[src/rtl/nasti_wr_sched_if.sv]
// ---------------------------------------------------------------------------
// nasti_wr_sched_if
// Control-side bundle between the write scheduler of an N-to-1 NASTI mux and
// its surroundings (upstream AW request lines, downstream handshakes, and the
// select/enable lines that steer the write datapath mux).
//
// Parameters: PORTS (upstream ports), ID_WIDTH (AXI ID width).
// Signals:
//   req_valid[PORTS]          per-port aw_valid
//   req_id[PORTS*ID_WIDTH]    per-port aw_id, port p at [p*ID_WIDTH +: ID_WIDTH]
//   req_qos[PORTS*4]          per-port aw_qos
//   aw_ready, w_fire, w_last  downstream AW/W handshake status
//   b_valid, b_ready, b_id    downstream B channel / selected port's b_ready
//   sel, aw_en, w_en          datapath mux controls for AW/W
//   b_port, b_hit             B routing result
//   full                      outstanding-write table full
// Modports: master = the scheduler, slave = the environment driving it.
// ---------------------------------------------------------------------------
interface nasti_wr_sched_if #(
    parameter int PORTS    = 8,
    parameter int ID_WIDTH = 1
);
    localparam int SEL_W = $clog2(PORTS);

    logic [PORTS-1:0]          req_valid;
    logic [PORTS*ID_WIDTH-1:0] req_id;
    logic [PORTS*4-1:0]        req_qos;
    logic                      aw_ready;
    logic                      w_fire;
    logic                      w_last;
    logic                      b_valid;
    logic                      b_ready;
    logic [ID_WIDTH-1:0]       b_id;
    logic [SEL_W-1:0]          sel;
    logic                      aw_en;
    logic                      w_en;
    logic [SEL_W-1:0]          b_port;
    logic                      b_hit;
    logic                      full;

    modport master (
        input  req_valid, req_id, req_qos, aw_ready, w_fire, w_last,
               b_valid, b_ready, b_id,
        output sel, aw_en, w_en, b_port, b_hit, full
    );

    modport slave (
        output req_valid, req_id, req_qos, aw_ready, w_fire, w_last,
               b_valid, b_ready, b_id,
        input  sel, aw_en, w_en, b_port, b_hit, full
    );
endinterface

[src/rtl/nasti_wr_sched.sv]
// ---------------------------------------------------------------------------
// nasti_wr_sched
// Write-path controller for an N-to-1 NASTI multiplexer. Round-robin AW
// arbitration, grant held through the W burst, an ID/port table of
// outstanding writes used to steer B responses and to block grants that
// would reorder responses of one ID across two ports. Carries no datapath.
//
// Ports:
//   clk  clock
//   rst  asynchronous reset, active-high
//   bus  nasti_wr_sched_if.master (requests, handshakes, mux controls)
//
// Optional feature: define NASTI_WR_SCHED_QOS_EN to restrict arbitration to
// the eligible ports with the highest req_qos (round-robin among ties).
// Without it req_qos is ignored.
// ---------------------------------------------------------------------------
module nasti_wr_sched #(
    parameter int PORTS     = 8,
    parameter int W_MAX     = 2,
    parameter int ID_WIDTH  = 1,
    parameter int LITE_MODE = 0
) (
    input  logic             clk,
    input  logic             rst,
    nasti_wr_sched_if.master bus
);
    localparam int SEL_W = $clog2(PORTS);

    typedef enum logic [1:0] {IDLE, ADDR, DATA} state_t;

    state_t              state_q, state_d;
    logic [SEL_W-1:0]    sel_q, sel_d;
    logic [SEL_W-1:0]    rr_ptr_q, rr_ptr_d;
    logic [W_MAX-1:0]    valid_q, valid_d;
    logic [ID_WIDTH-1:0] ent_id_q   [W_MAX];
    logic [ID_WIDTH-1:0] ent_id_d   [W_MAX];
    logic [SEL_W-1:0]    ent_port_q [W_MAX];
    logic [SEL_W-1:0]    ent_port_d [W_MAX];

    logic                full;
    logic [PORTS-1:0]    hazard;
    logic [PORTS-1:0]    eligible;
    logic [PORTS-1:0]    cand;
    logic [SEL_W:0]      pick;
    logic [W_MAX-1:0]    rec_oh;
    logic [W_MAX-1:0]    ret_oh;
    logic                rec_en;
    logic                aw_en;
    logic                w_en;
    logic                b_hit;
    logic [SEL_W-1:0]    b_port;
    logic [ID_WIDTH-1:0] sel_id;

    // First set bit of cand at or after ptr, wrapping at PORTS.
    // Returns {found, index}.
    function automatic logic [SEL_W:0] rr_pick(input logic [PORTS-1:0] c,
                                               input logic [SEL_W-1:0] ptr);
        logic [SEL_W:0] res;
        int             p;
        res = '0;
        for (int k = PORTS - 1; k >= 0; k--) begin
            p = (int'(ptr) + k) % PORTS;
            if (c[SEL_W'(p)]) res = {1'b1, SEL_W'(p)};
        end
        return res;
    endfunction

    assign full = &valid_q;

    // A port is blocked while its ID is outstanding from a different port.
    always_comb begin
        hazard = '0;
        for (int p = 0; p < PORTS; p++) begin
            for (int e = 0; e < W_MAX; e++) begin
                if (valid_q[e] &&
                    ent_id_q[e] == bus.req_id[p*ID_WIDTH +: ID_WIDTH] &&
                    ent_port_q[e] != SEL_W'(p))
                    hazard[p] = 1'b1;
            end
        end
        eligible = bus.req_valid & ~hazard & {PORTS{~full}};
    end

`ifdef NASTI_WR_SCHED_QOS_EN
    logic [3:0] qos_max;
    always_comb begin
        qos_max = '0;
        for (int p = 0; p < PORTS; p++) begin
            if (eligible[p] && bus.req_qos[p*4 +: 4] > qos_max)
                qos_max = bus.req_qos[p*4 +: 4];
        end
        for (int p = 0; p < PORTS; p++)
            cand[p] = eligible[p] && (bus.req_qos[p*4 +: 4] == qos_max);
    end
`else
    logic unused_qos;
    assign unused_qos = ^bus.req_qos;
    assign cand       = eligible;
`endif

    // Record slot comes from pre-cycle valid bits, so a slot retired in the
    // same cycle is never reused until the following cycle.
    always_comb begin
        rec_oh = '0;
        for (int e = W_MAX - 1; e >= 0; e--) begin
            if (!valid_q[e]) begin
                rec_oh    = '0;
                rec_oh[e] = 1'b1;
            end
        end
    end

    // B match: lowest-index valid entry with the returning ID.
    always_comb begin
        ret_oh = '0;
        b_port = '0;
        for (int e = W_MAX - 1; e >= 0; e--) begin
            if (bus.b_valid && valid_q[e] && ent_id_q[e] == bus.b_id) begin
                ret_oh    = '0;
                ret_oh[e] = 1'b1;
                b_port    = ent_port_q[e];
            end
        end
        b_hit = |ret_oh;
    end

    assign sel_id = bus.req_id[sel_q*ID_WIDTH +: ID_WIDTH];

    always_comb begin
        state_d  = state_q;
        sel_d    = sel_q;
        rr_ptr_d = rr_ptr_q;
        rec_en   = 1'b0;
        aw_en    = 1'b0;
        w_en     = 1'b0;
        pick     = rr_pick(cand, rr_ptr_q);
        case (state_q)
            IDLE: begin
                if (pick[SEL_W]) begin
                    sel_d    = pick[SEL_W-1:0];
                    rr_ptr_d = (pick[SEL_W-1:0] == SEL_W'(PORTS - 1)) ?
                               '0 : pick[SEL_W-1:0] + SEL_W'(1);
                    state_d  = ADDR;
                end
            end
            ADDR: begin
                aw_en = 1'b1;
                if (bus.req_valid[sel_q] && bus.aw_ready) begin
                    rec_en  = |rec_oh;
                    state_d = DATA;
                end else if (!bus.req_valid[sel_q]) begin
                    // aw_valid withdrawn before the handshake: drop the grant.
                    state_d = IDLE;
                end
            end
            DATA: begin
                w_en = 1'b1;
                if (bus.w_fire && (bus.w_last || LITE_MODE != 0))
                    state_d = IDLE;
            end
            default: state_d = IDLE;
        endcase
    end

    always_comb begin
        valid_d    = valid_q;
        ent_id_d   = ent_id_q;
        ent_port_d = ent_port_q;
        if (bus.b_valid && bus.b_ready && b_hit)
            valid_d = valid_d & ~ret_oh;
        if (rec_en) begin
            valid_d = valid_d | rec_oh;
            for (int e = 0; e < W_MAX; e++) begin
                if (rec_oh[e]) begin
                    ent_id_d[e]   = sel_id;
                    ent_port_d[e] = sel_q;
                end
            end
        end
    end

    always_ff @(posedge clk or posedge rst) begin
        if (rst) begin
            state_q  <= IDLE;
            sel_q    <= '0;
            rr_ptr_q <= '0;
            valid_q  <= '0;
        end else begin
            state_q  <= state_d;
            sel_q    <= sel_d;
            rr_ptr_q <= rr_ptr_d;
            valid_q  <= valid_d;
        end
    end

    // Entry payload is qualified by valid_q, so it needs no reset.
    always_ff @(posedge clk) begin
        ent_id_q   <= ent_id_d;
        ent_port_q <= ent_port_d;
    end

    assign bus.sel    = sel_q;
    assign bus.aw_en  = aw_en;
    assign bus.w_en   = w_en;
    assign bus.b_port = b_port;
    assign bus.b_hit  = b_hit;
    assign bus.full   = full;
endmodule

[src/flat_wrapper.sv]
// flat-port wrapper written by rule: the top's interface ports become plain ports
module nasti_wr_sched_flat 
#(
    parameter int PORTS     = 8,
    parameter int W_MAX     = 2,
    parameter int ID_WIDTH  = 1,
    parameter int LITE_MODE = 0
)
  (clk, rst, bus_req_valid, bus_req_id, bus_req_qos, bus_aw_ready, bus_w_fire, bus_w_last, bus_b_valid, bus_b_ready, bus_b_id, bus_sel, bus_aw_en, bus_w_en, bus_b_port, bus_b_hit, bus_full);
  nasti_wr_sched_if #(.PORTS(PORTS), .ID_WIDTH(ID_WIDTH)) bus_i ();
  input  logic clk;
  input  logic rst;
  input wire logic [$bits(bus_i.req_valid)-1:0] bus_req_valid;
  input wire logic [$bits(bus_i.req_id)-1:0] bus_req_id;
  input wire logic [$bits(bus_i.req_qos)-1:0] bus_req_qos;
  input wire logic [$bits(bus_i.aw_ready)-1:0] bus_aw_ready;
  input wire logic [$bits(bus_i.w_fire)-1:0] bus_w_fire;
  input wire logic [$bits(bus_i.w_last)-1:0] bus_w_last;
  input wire logic [$bits(bus_i.b_valid)-1:0] bus_b_valid;
  input wire logic [$bits(bus_i.b_ready)-1:0] bus_b_ready;
  input wire logic [$bits(bus_i.b_id)-1:0] bus_b_id;
  output wire logic [$bits(bus_i.sel)-1:0] bus_sel;
  output wire logic [$bits(bus_i.aw_en)-1:0] bus_aw_en;
  output wire logic [$bits(bus_i.w_en)-1:0] bus_w_en;
  output wire logic [$bits(bus_i.b_port)-1:0] bus_b_port;
  output wire logic [$bits(bus_i.b_hit)-1:0] bus_b_hit;
  output wire logic [$bits(bus_i.full)-1:0] bus_full;
  assign bus_i.req_valid = bus_req_valid;
  assign bus_i.req_id = bus_req_id;
  assign bus_i.req_qos = bus_req_qos;
  assign bus_i.aw_ready = bus_aw_ready;
  assign bus_i.w_fire = bus_w_fire;
  assign bus_i.w_last = bus_w_last;
  assign bus_i.b_valid = bus_b_valid;
  assign bus_i.b_ready = bus_b_ready;
  assign bus_i.b_id = bus_b_id;
  assign bus_sel = bus_i.sel;
  assign bus_aw_en = bus_i.aw_en;
  assign bus_w_en = bus_i.w_en;
  assign bus_b_port = bus_i.b_port;
  assign bus_b_hit = bus_i.b_hit;
  assign bus_full = bus_i.full;
  nasti_wr_sched #(.PORTS(PORTS), .W_MAX(W_MAX), .ID_WIDTH(ID_WIDTH), .LITE_MODE(LITE_MODE)) u_core (.clk(clk), .rst(rst), .bus(bus_i));
endmodule
[config.mk]
export PLATFORM = sky130hd
export DESIGN_NAME = nasti_wr_sched_flat
export DESIGN_NICKNAME = d
export VERILOG_FILES = /design/src/rtl/nasti_wr_sched_if.sv /design/src/rtl/nasti_wr_sched.sv /design/src/flat_wrapper.sv
export SDC_FILE = /design/constraint.sdc
export NUM_CORES = 1
export LEC_CHECK = 0
export CORE_ASPECT_RATIO = 0.5
export CORE_MARGIN = 2
export CORE_UTILIZATION = 49
export CTS_CLUSTER_DIAMETER = 30
export DETAILED_ROUTE_END_ITERATION = 8
export PLACE_DENSITY = 0.9
export RECOVER_POWER = 50
export SLEW_MARGIN = 5
export SYNTH_ARGS = -nofsm -noshare
export SYNTH_HDL_FRONTEND = slang
export SYNTH_SLANG_ARGS = --single-unit
[constraint.sdc]
create_clock -name clk -period 4.2 [get_ports clk]
set_input_delay 0.42 -clock clk [delete_from_list [all_inputs] [get_ports clk]]
set_output_delay 0.42 -clock clk [all_outputs]
set_load 0.005 [all_outputs]
==> reports/qor.csv <==
metric,value,unit
ant_nets,0,
cp_top_family,compound AO/OA/AOI/OAI gates,
num_rows,17,
wirelength,7070,microns
routabilityCongestion,1.02,
grt_max_degree,16,
via_per_inst,6.48,
min_period,3700,ps
cts_resized,0,
htreeDepth,1,
area_growth_syn_to_layout,17.6,%
setup_violations,0,
post-cts-setup-buffers,0,
drive_gt1_frac,0.0857,
core_area,4490,sq um
clock-sinks,18,
synth-seq-cells,18,
drt_pass1_iterations,5,
p_per_area,924,nW/um^2
vias,2467,
wire_per_inst,18.5,microns
rsz0062_at_grt,no,
fin_setup_tns,0,ps
cp-end-kind,register,
synthCells,290,
finalClockSkew,7.19,ps
synth_top_area_frac,0.107,
maxSlewViolCount,0,
die_h,52.8,microns
synth_cell_types,66,
antenna_found_initial,0,
max_slew_margin,0.509,
num_antenna_cells,0,
clockBufferDepth,2,
cp_num_buf_inv,1,
avgSynthCellArea,8.05,sq um
die-area,5360,sq um
status,completed,
hold_viol,0,
cts.clk_slew.worst_paths,70,ps
ir_worst_vdd,0.000471,V
crit_fanout,5,
yosys_warnings,0,
synth.most_common_cell,nand2_1,
cts_root_buffer,clkbuf_8,
slowest_stage,clkdlybuf4s50_1,
ys_seq_area_frac,0.210,
dpl.hpwl,5600,microns
numPortBuffers,33,
critPathMaxStageDelay,500,ps
critPathKind,input port to register,
hp-class,register to register,
fin_crit_sh,0.880,
p_leak,1.04,nW
clock_latency,250,ps
crit_arrival,3840,ps
track_usage,0.283,
max_freq,0.270,GHz
crit_top_cell,nand2_1,
postCtsHoldBufs,0,
fin_cells,381,
drt_iter0_markers,213,
required,4340,ps
ios,66,
drc,0,
placedCellCount,377,
synth_nets,350,
synth_commonest_cells,"35 x nand2_1, 21 x nand3_1, 17 x nor2_1, 17 x xnor2_1, 14 x inv_1",
cts_tree,done,
grt_pass1_wl,11500,microns
grt-ovfl-total,0,
final_nets,376,
initial_utilization,0.520,
maxCapViolations,0,
synth_top_flop_cell,dfrtp_1,
yosysTopAreaCell,dfrtp_1,
cts_inserted_buffers,3,
yosys-top-cells-area,"dfrtp_1 11%, edfxtp_1 10%, mux4_2 6.8%",
worst_pin_slew,735,ps
cp_cell_sequence,"clkdlybuf4s50_1, xnor2_1, a31oi_1, nand2_1, mux4_2, o22a_1, nand2_1, a21oi_1, a311o_1, nand2_1, ha_1, ha_1, mux2_4",
netlist_area,2330,sq um
synth_edf_count,8,
synthArstFlopShare,0.556,
die_x,102,microns
critPathLaunchType,input port,
first_global_vias,2300,
## area by class of cell
type	instances	area, sq um
Fill cell	397	1740
Inverter	14	52.6
Clock inverter	1	3.75
Tap cell	66	82.6
Sequential cell	18	490
Clock buffer	3	41.3
Timing Repair Buffer	41	390
Multi-Input combinational cell	238	1680
## cells in the final DEF (no fill, tap or decap), types with 3 or more instances in the layout
cell type	n
o22ai_1	6
xor2_1	4
a22o_1	4
dfrtp_1	10
nor3_1	7
a21oi_1	11
mux4_2	7
ha_1	4
edfxtp_1	8
buf_4	8
nor2_1	17
nand2_1	35
a22oi_1	3
nor3b_1	3
nand3b_1	8
inv_1	14
a31oi_1	7
and2_1	3
nand4_1	3
clkdlybuf4s50_1	28
o21ai_0	12
dlygate4sd3_1	5
nor2b_1	3
xnor2_1	17
o211ai_1	3
o221ai_1	5
o31ai_1	3
nand3_1	21
nand2b_1	5
clkbuf_8	3
## worst register-to-register path, stage by stage (launching register included)
cell	delay (ps)
dfrtp_1	590
inv_1	230
o31ai_2	410
nor3_1	140
nand4b_1	230
a222oi_1	580
nand2_1	200
a21oi_1	150
a311o_1	240
nand2_1	70
ha_1	180
ha_1	290
mux2_4	260
## through the flow
stage                     power [W]  setup WS [ps]   util  instance area, sq um  hold WS, ps
final                       0.00254            502  0.612                  2750          579
after global routing        0.00274            249  0.612                  2750          625
after CTS                   0.00250            577  0.612                  2750          470
after detailed placement    0.00236            323  0.602                  2700          565
after global placement      0.00231            393  0.602                  2700          539
after floorplan             0.00184            841      -                  2330          260
## final timing paths
check,start,endpoint,slack [ps],cells past startpoint
max,bus_req_id[5],u_core.rr_ptr_q[2]$_DFFE_PP0P_,500,13
min reg2reg,u_core.state_q[0]$_DFFE_PP0P_,u_core.state_q[1]$_DFFE_PP0P_,580,3
min,u_core.state_q[0]$_DFFE_PP0P_,u_core.state_q[1]$_DFFE_PP0P_,580,3
max in group asynchronous,rst,u_core.valid_q[0]$_DFF_PP0_,3300,2
min in group asynchronous,rst,u_core.rr_ptr_q[1]$_DFFE_PP0P_,600,2
max reg2reg,u_core.valid_q[0]$_DFF_PP0_,u_core.rr_ptr_q[2]$_DFFE_PP0P_,510,12
## layer usage
| metal | GRT usage | up-vias | part of all wire |
|---|---|---|---|
| met5 | 0 | - | 0 |
| met4 | 0.0833 | 0 | 0.0096 |
| met3 | 0.0747 | 6 | 0.12 |
| met2 | 0.457 | 142 | 0.45 |
| met1 | 0.375 | 1176 | 0.43 |
| li1 | - | 1143 | - |
## flip-flops by register name (all words and copies together) (netlist names)
register           flops
u_core.state_q         2
u_core.rr_ptr_q        3
u_core.ent_id_q        2
u_core.bus.sel         3
u_core.ent_port_q      6
u_core.valid_q         2
## report_power, final
part	total, W	switching, W	internal, W
Combinational	0.00202	0.00117	0.000850
Clock	0.000118	0.0000531	0.0000649
Sequential	0.000402	0.000136	0.000267
Total	0.00254	0.00136	0.00118
## kinds of logic (layout without fill, tap and decap cells)
group	Yosys count	in the layout	share of synthesized area
compound gates	88	88	0.286
flops	18	18	0.210
fa+ha+maj	4	4	0.0214
mux	11	11	0.0879
xor+xnor	21	21	0.0788
buf+inv	34	59	0.0681
simple gates	114	114	0.247
Note: power is estimated with default switching activity, not from simulation.
